==> src/rtl/dmem_pkg.sv <==
// rtl/dmem_pkg.sv - shared types and default widths for the data-RAM arbiter
package dmem_pkg;

  localparam int AW = 5;
  localparam int DW = 32;

  typedef enum logic [1:0] {
    UNLOCKED,
    LOCKED,
    RELEASE
  } arb_state_t;

  typedef enum logic {
    OWN_CPU,
    OWN_HOST
  } owner_t;

endpackage

==> src/rtl/sat_counter.sv <==
// rtl/sat_counter.sv - saturating up-counter with clear and hold
module sat_counter #(
  parameter int           W   = 4,
  parameter logic [W-1:0] MAX = '1
) (
  input  logic         clk,
  input  logic         clrn,
  input  logic         hold,
  input  logic         clr,
  input  logic         inc,
  output logic [W-1:0] cnt
);

  // hold dominates clear so a frozen count survives a cycle with no request
  always_ff @(posedge clk or negedge clrn) begin
    if (!clrn) begin
      cnt <= '0;
    end else if (!hold) begin
      if (clr) begin
        cnt <= '0;
      end else if (inc && (cnt != MAX)) begin
        cnt <= cnt + 1'b1;
      end
    end
  end

endmodule

==> src/rtl/dmem_arbiter.sv <==
// rtl/dmem_arbiter.sv - shares the single-port data RAM between CPU and host ports
module dmem_arbiter
  import dmem_pkg::*;
#(
  parameter int AW       = dmem_pkg::AW,
  parameter int DW       = dmem_pkg::DW,
  parameter int MAX_WAIT = 4,
  parameter int LOCK_MAX = 8
) (
  input  logic          clk,
  input  logic          clrn,
  input  logic          cpu_req,
  input  logic          cpu_we,
  input  logic [AW-1:0] cpu_addr,
  input  logic [DW-1:0] cpu_wdata,
  output logic          cpu_gnt,
  output logic          cpu_rvalid,
  output logic [DW-1:0] cpu_rdata,
  input  logic          host_req,
  input  logic          host_we,
  input  logic [AW-1:0] host_addr,
  input  logic [DW-1:0] host_wdata,
  input  logic          host_lock,
  output logic          host_gnt,
  output logic          host_rvalid,
  output logic [DW-1:0] host_rdata,
  output logic          locked,
  output logic          ram_en,
  output logic          ram_we,
  output logic [AW-1:0] ram_addr,
  output logic [DW-1:0] ram_wdata,
  input  logic [DW-1:0] ram_rdata
);

  localparam logic [3:0] WAIT_SAT  = 4'(MAX_WAIT);
  localparam logic [7:0] LOCK_LAST = 8'(LOCK_MAX - 1);

  arb_state_t state;
  logic [3:0] wait_cnt;
  logic [7:0] lock_cnt;
  logic       rd_valid;
  owner_t     rd_owner;

  // grants are gated by clrn so nothing reaches the RAM while in reset
  always_comb begin
    cpu_gnt  = 1'b0;
    host_gnt = 1'b0;
    if (clrn) begin
      case (state)
        UNLOCKED: begin
          host_gnt = host_req && (!cpu_req || (wait_cnt == WAIT_SAT));
          cpu_gnt  = cpu_req && !host_gnt;
        end
        LOCKED:   host_gnt = host_req;
        RELEASE:  cpu_gnt  = cpu_req;
        default: ;
      endcase
    end
  end

  assign ram_en = cpu_gnt | host_gnt;

  always_comb begin
    ram_we    = 1'b0;
    ram_addr  = '0;
    ram_wdata = '0;
    if (host_gnt) begin
      ram_we    = host_we;
      ram_addr  = host_addr;
      ram_wdata = host_wdata;
    end else if (cpu_gnt) begin
      ram_we    = cpu_we;
      ram_addr  = cpu_addr;
      ram_wdata = cpu_wdata;
    end
  end

  sat_counter #(
    .W   (4),
    .MAX (WAIT_SAT)
  ) u_wait_cnt (
    .clk  (clk),
    .clrn (clrn),
    .hold (state == RELEASE),
    .clr  (host_gnt || !host_req),
    .inc  (host_req && !host_gnt),
    .cnt  (wait_cnt)
  );

  sat_counter #(
    .W   (8),
    .MAX (LOCK_LAST)
  ) u_lock_cnt (
    .clk  (clk),
    .clrn (clrn),
    .hold (1'b0),
    .clr  (state != LOCKED),
    .inc  (state == LOCKED),
    .cnt  (lock_cnt)
  );

  // a dropped lock wins over expiry in the same cycle
  always_ff @(posedge clk or negedge clrn) begin
    if (!clrn) begin
      state  <= UNLOCKED;
      locked <= 1'b0;
    end else begin
      case (state)
        UNLOCKED: begin
          if (host_gnt && host_lock) begin
            state  <= LOCKED;
            locked <= 1'b1;
          end
        end
        LOCKED: begin
          if (!host_lock) begin
            state  <= UNLOCKED;
            locked <= 1'b0;
          end else if (lock_cnt == LOCK_LAST) begin
            state  <= RELEASE;
            locked <= 1'b0;
          end
        end
        RELEASE: begin
          state  <= UNLOCKED;
          locked <= 1'b0;
        end
        default: begin
          state  <= UNLOCKED;
          locked <= 1'b0;
        end
      endcase
    end
  end

  always_ff @(posedge clk or negedge clrn) begin
    if (!clrn) begin
      rd_valid <= 1'b0;
      rd_owner <= OWN_CPU;
    end else begin
      rd_valid <= ram_en && !ram_we;
      rd_owner <= host_gnt ? OWN_HOST : OWN_CPU;
    end
  end

  assign cpu_rvalid  = rd_valid && (rd_owner == OWN_CPU);
  assign host_rvalid = rd_valid && (rd_owner == OWN_HOST);
  assign cpu_rdata   = cpu_rvalid  ? ram_rdata : '0;
  assign host_rdata  = host_rvalid ? ram_rdata : '0;

endmodule

==> config.mk <==
export PLATFORM = sky130hd
export DESIGN_NAME = dmem_arbiter
export DESIGN_NICKNAME = d
export VERILOG_FILES = /design/src/rtl/dmem_pkg.sv /design/src/rtl/sat_counter.sv /design/src/rtl/dmem_arbiter.sv
export SDC_FILE = /design/constraint.sdc
export NUM_CORES = 1
export LEC_CHECK = 0
export CAP_MARGIN = 30
export CORE_AREA = 2 2 86 88
export CTS_CLUSTER_DIAMETER = 60
export DETAILED_ROUTE_END_ITERATION = 8
export DIE_AREA = 0 0 88 90
export PLACE_DENSITY = 0.81
export SLEW_MARGIN = 20
export SYNTH_ARGS = -nofsm -noshare
export SYNTH_HDL_FRONTEND = slang
export SYNTH_SLANG_ARGS = --single-unit
export TNS_END_PERCENT = 1
==> constraint.sdc <==
create_clock -name clk -period 3.4 [get_ports clk]
set_input_delay 0.34 -clock clk [delete_from_list [all_inputs] [get_ports clk]]
set_output_delay 0.34 -clock clk [all_outputs]
set_load 0.05 [all_outputs]
==> impl_metrics.py <==
metrics = {
    "setup_path": {
        "slowest_delay_ps": 470,
        "arrival_ps": 2240,
        "required_ps": 3060,
        "path_cells": "clkdlybuf4s50_1 > nor2b_1 > o21a_1 > buf_4 > a22oi_1 > nor2b_1 > buf_12",
        "path_delay_family": "buffers and inverters",
        "r2r_setup_slack_ps": 1410,
        "cp_max_fo": 40,
        "r2r_cells": 7,
        "critPathCaptureType": "output pin",
        "crit_path_top_delay_cell": "clkdlybuf4s50_1",
        "worst_r2r_startpoint": "u_wait_cnt.cnt[0]",
        "crit_type": "in2out",
        "cp.buffers_inverters": 3,
        "cp-start-kind": "input port",
        "crit_top_cell": "nor2b_1",
        "reg2reg_to": "state[0]",
    },
    "timing": {
        "finalSetupTns_ps": 0,
        "skew_ps": 0.900,
        "fin_crit_ps": 2580,
        "finalCritPeriodShare_pct": 75.8,
        "fin_ws_ps": 824,
        "finalMaxSlewViolations": 0,
        "setup_viol": 0,
        "rsz0062_at_grt": "false",
        "hold_viol_final": 0,
        "worst_pin_slew_ps": 796,
        "fmax_ghz": 0.388,
        "slew_headroom_pct": 46.9,
    },
    "drt": {
        "wl_microns": 8540,
        "ant_nets": 0,
        "routedWlPerCell_microns": 15.4,
        "vias": 2612,
        "drt_iter0_drc": 62,
        "drt_pre_antenna_iters": 4,
        "vias_per_cell": 4.72,
        "drc_errors": 0,
    },
    "floorplan": {
        "die_w_microns": 88,
        "dieArea_sq_mm": 0.00792,
        "rows": 31,
        "die_h_microns": 90,
        "start_util_pct": 27.1,
        "pin_count": 221,
        "core_area_sq_mm": 0.00702,
    },
    "logic_synthesis": {
        "ys_seq_elements": 16,
        "synth_area_sq_mm": 0.00190,
        "yosys-top-cells-area": "dfrtp_1, a22oi_1, nor2b_1",
        "yosysWarnings": 0,
        "yosysMostFrequentCell": "nor2b_1",
        "synth-edff-count": 0,
        "ys_seq_area_share_pct": 21.0,
        "syn_area_per_cell_sq_um": 7.65,
        "synth_top_cell_area_share_pct": 21.0,
        "synth_top_cell_by_area": "dfrtp_1",
        "syn_nets": 365,
        "synthArstFlopShare_pct": 100,
        "yosysUniqueCellTypes": 35,
        "synthTopCellsByCount": "nor2b_1, a22oi_1, and2_1",
        "synthCells": 249,
        "ys.flop_type": "dfrtp_1",
    },
    "power_and_ir_drop": {
        "swShare_pct": 40.9,
        "peakVddDrop_mv": 0.172,
        "p_leak_nw": 1.98,
        "p_clk_share_pct": 14.7,
        "power.switching_w": 0.000404,
        "powerDensity_mw_per_mm2": 217,
        "combPwrFrac_pct": 64.0,
        "p_int_w": 0.000584,
        "power_frac_seq_pct": 21.3,
    },
    "clock_network": {
        "ctsRootBufferMaster": "clkbuf_8",
        "clk_pin_slew_ps": 60,
        "cts_tree": "built",
        "cts_setup_buffers": 0,
        "cts_buffer_depth": 2,
        "worstSkewPairLatency_ps": 250,
        "cts-htree-levels": 1,
        "clock_sinks": 16,
        "cts_buffers": 3,
        "ctsHoldBuffers": 0,
        "ctsResizeCount": 0,
    },
    "placed_design": {
        "dp_hpwl_microns": 7130,
        "place_congestion": 0.870,
        "preCtsSetupSlack_ps": 815,
        "numPortBuffers": 220,
    },
    "grt": {
        "grt_pass1_wl_microns": 13100,
        "grt_remaining_overflow": 0,
        "grt_antenna_before_repair": 0,
        "grt.total_usage_pct": 20.6,
        "grt_max_degree": 60,
        "grt_pass1_vias": 2564,
    },
    "run_status": {
        "status": "finished, final reports clean",
    },
    "cells_and_area": {
        "final.fill_count": 605,
        "final_net_count": 572,
        "layout-drive-gt1-share_pct": 19.4,
        "antenna_cells": 0,
        "synthToLayoutAreaGrowth_pct": 139,
    },
    "job": {
        "cap_violations": 0,
    },
    "worst_hold_path": {
        "hp-class": "in2async",
    },
}
registers in the layout, summed over array words and instances, names as in the netlist:
name / count
rd_valid: 1
rd_owner: 1
u_lock_cnt.cnt: 8
u_wait_cnt.cnt: 4
state: 2
area by class of cell:
type                    count  area, sq um  share of cell area [%]
inverters                   3         11.3                   0.248
multi-input cells         208         1410                    31.0
repair buffers            224         2560                    56.3
well taps                  99          124                    2.73
flip-flops and latches     16          400                    8.81
clock buffers               3         41.3                   0.909
metal layers:
metal	GRT usage, %	part of all wire (%)	wire (microns)
met5	0	0	0
met1	23.6	37	3140
met3	5.23	9.1	780
met2	37.4	52	4430
met4	4.62	2.2	192
layout by cell type, fill, tap and decap left out, types with 2 or more instances in the layout:
cell,count
a21oi_1,3
a22oi_1,38
and2_1,36
and3_1,33
buf_12,41
buf_4,36
clkbuf_8,3
clkdlybuf4s50_1,146
dfrtp_1,16
ha_1,3
inv_1,3
nand2_1,4
nand2b_1,6
nand3_1,7
nor2_1,9
nor2b_1,42
nor3_1,3
o21a_1,2
xor2_1,5
worst max-delay path by stage:
stage | startpoint | endpoint | slack (ps) | cells past startpoint
after floorplan | state[0] | ram_wdata[10] | 880 | 5
after CTS | u_wait_cnt.cnt[0] | ram_addr[1] | 810 | 8
final | cpu_req | ram_wdata[24] | 820 | 7
after global placement | cpu_req | ram_addr[2] | 890 | 7
after global routing | u_wait_cnt.cnt[0] | ram_wdata[18] | 640 | 8
after detailed placement | cpu_req | ram_wdata[24] | 820 | 7
logic make-up (layout without fill, tap and decap cells):
logic type	count (synthesis)	after routing	share of synthesized area, %
multiplexers	2	2	1.12
flip-flops	16	16	21.0
adder cells (fa/ha/maj)	3	3	1.97
AO/OA/AOI/OAI	50	50	19.8
AND/OR/NAND/NOR	147	147	48.0
XOR/XNOR	6	6	2.76
buffers and inverters	25	230	5.32
stage by stage:
stage | total power, W | hold WS [ps] | area, sq um | utilization (%) | instances
global route | 0.00103 | 198 | 4540 | 64.7 | 553
detailed placement | 0.000849 | 448 | 4500 | 64.1 | 550
floorplan | 0.000509 | 44.4 | 1900 | - | 249
CTS | 0.000995 | 175 | 4540 | 64.7 | 553
global placement | 0.000842 | 450 | 4500 | 64.1 | 550
finish | 0.000988 | 157 | 4540 | 64.7 | 553
power groups by stage:
stage,clock [W],sequential (W),combinational (W)
2_1_floorplan,0,0.000207,0.000302
3_3_place_gp,0,0.000213,0.000629
3_5_place_dp,0,0.000214,0.000635
4_1_cts,0.000149,0.000210,0.000637
5_1_grt,0.000157,0.000212,0.000665
6_report,0.000145,0.000211,0.000632
No activity file was read; power rests on OpenSTA's default activity.
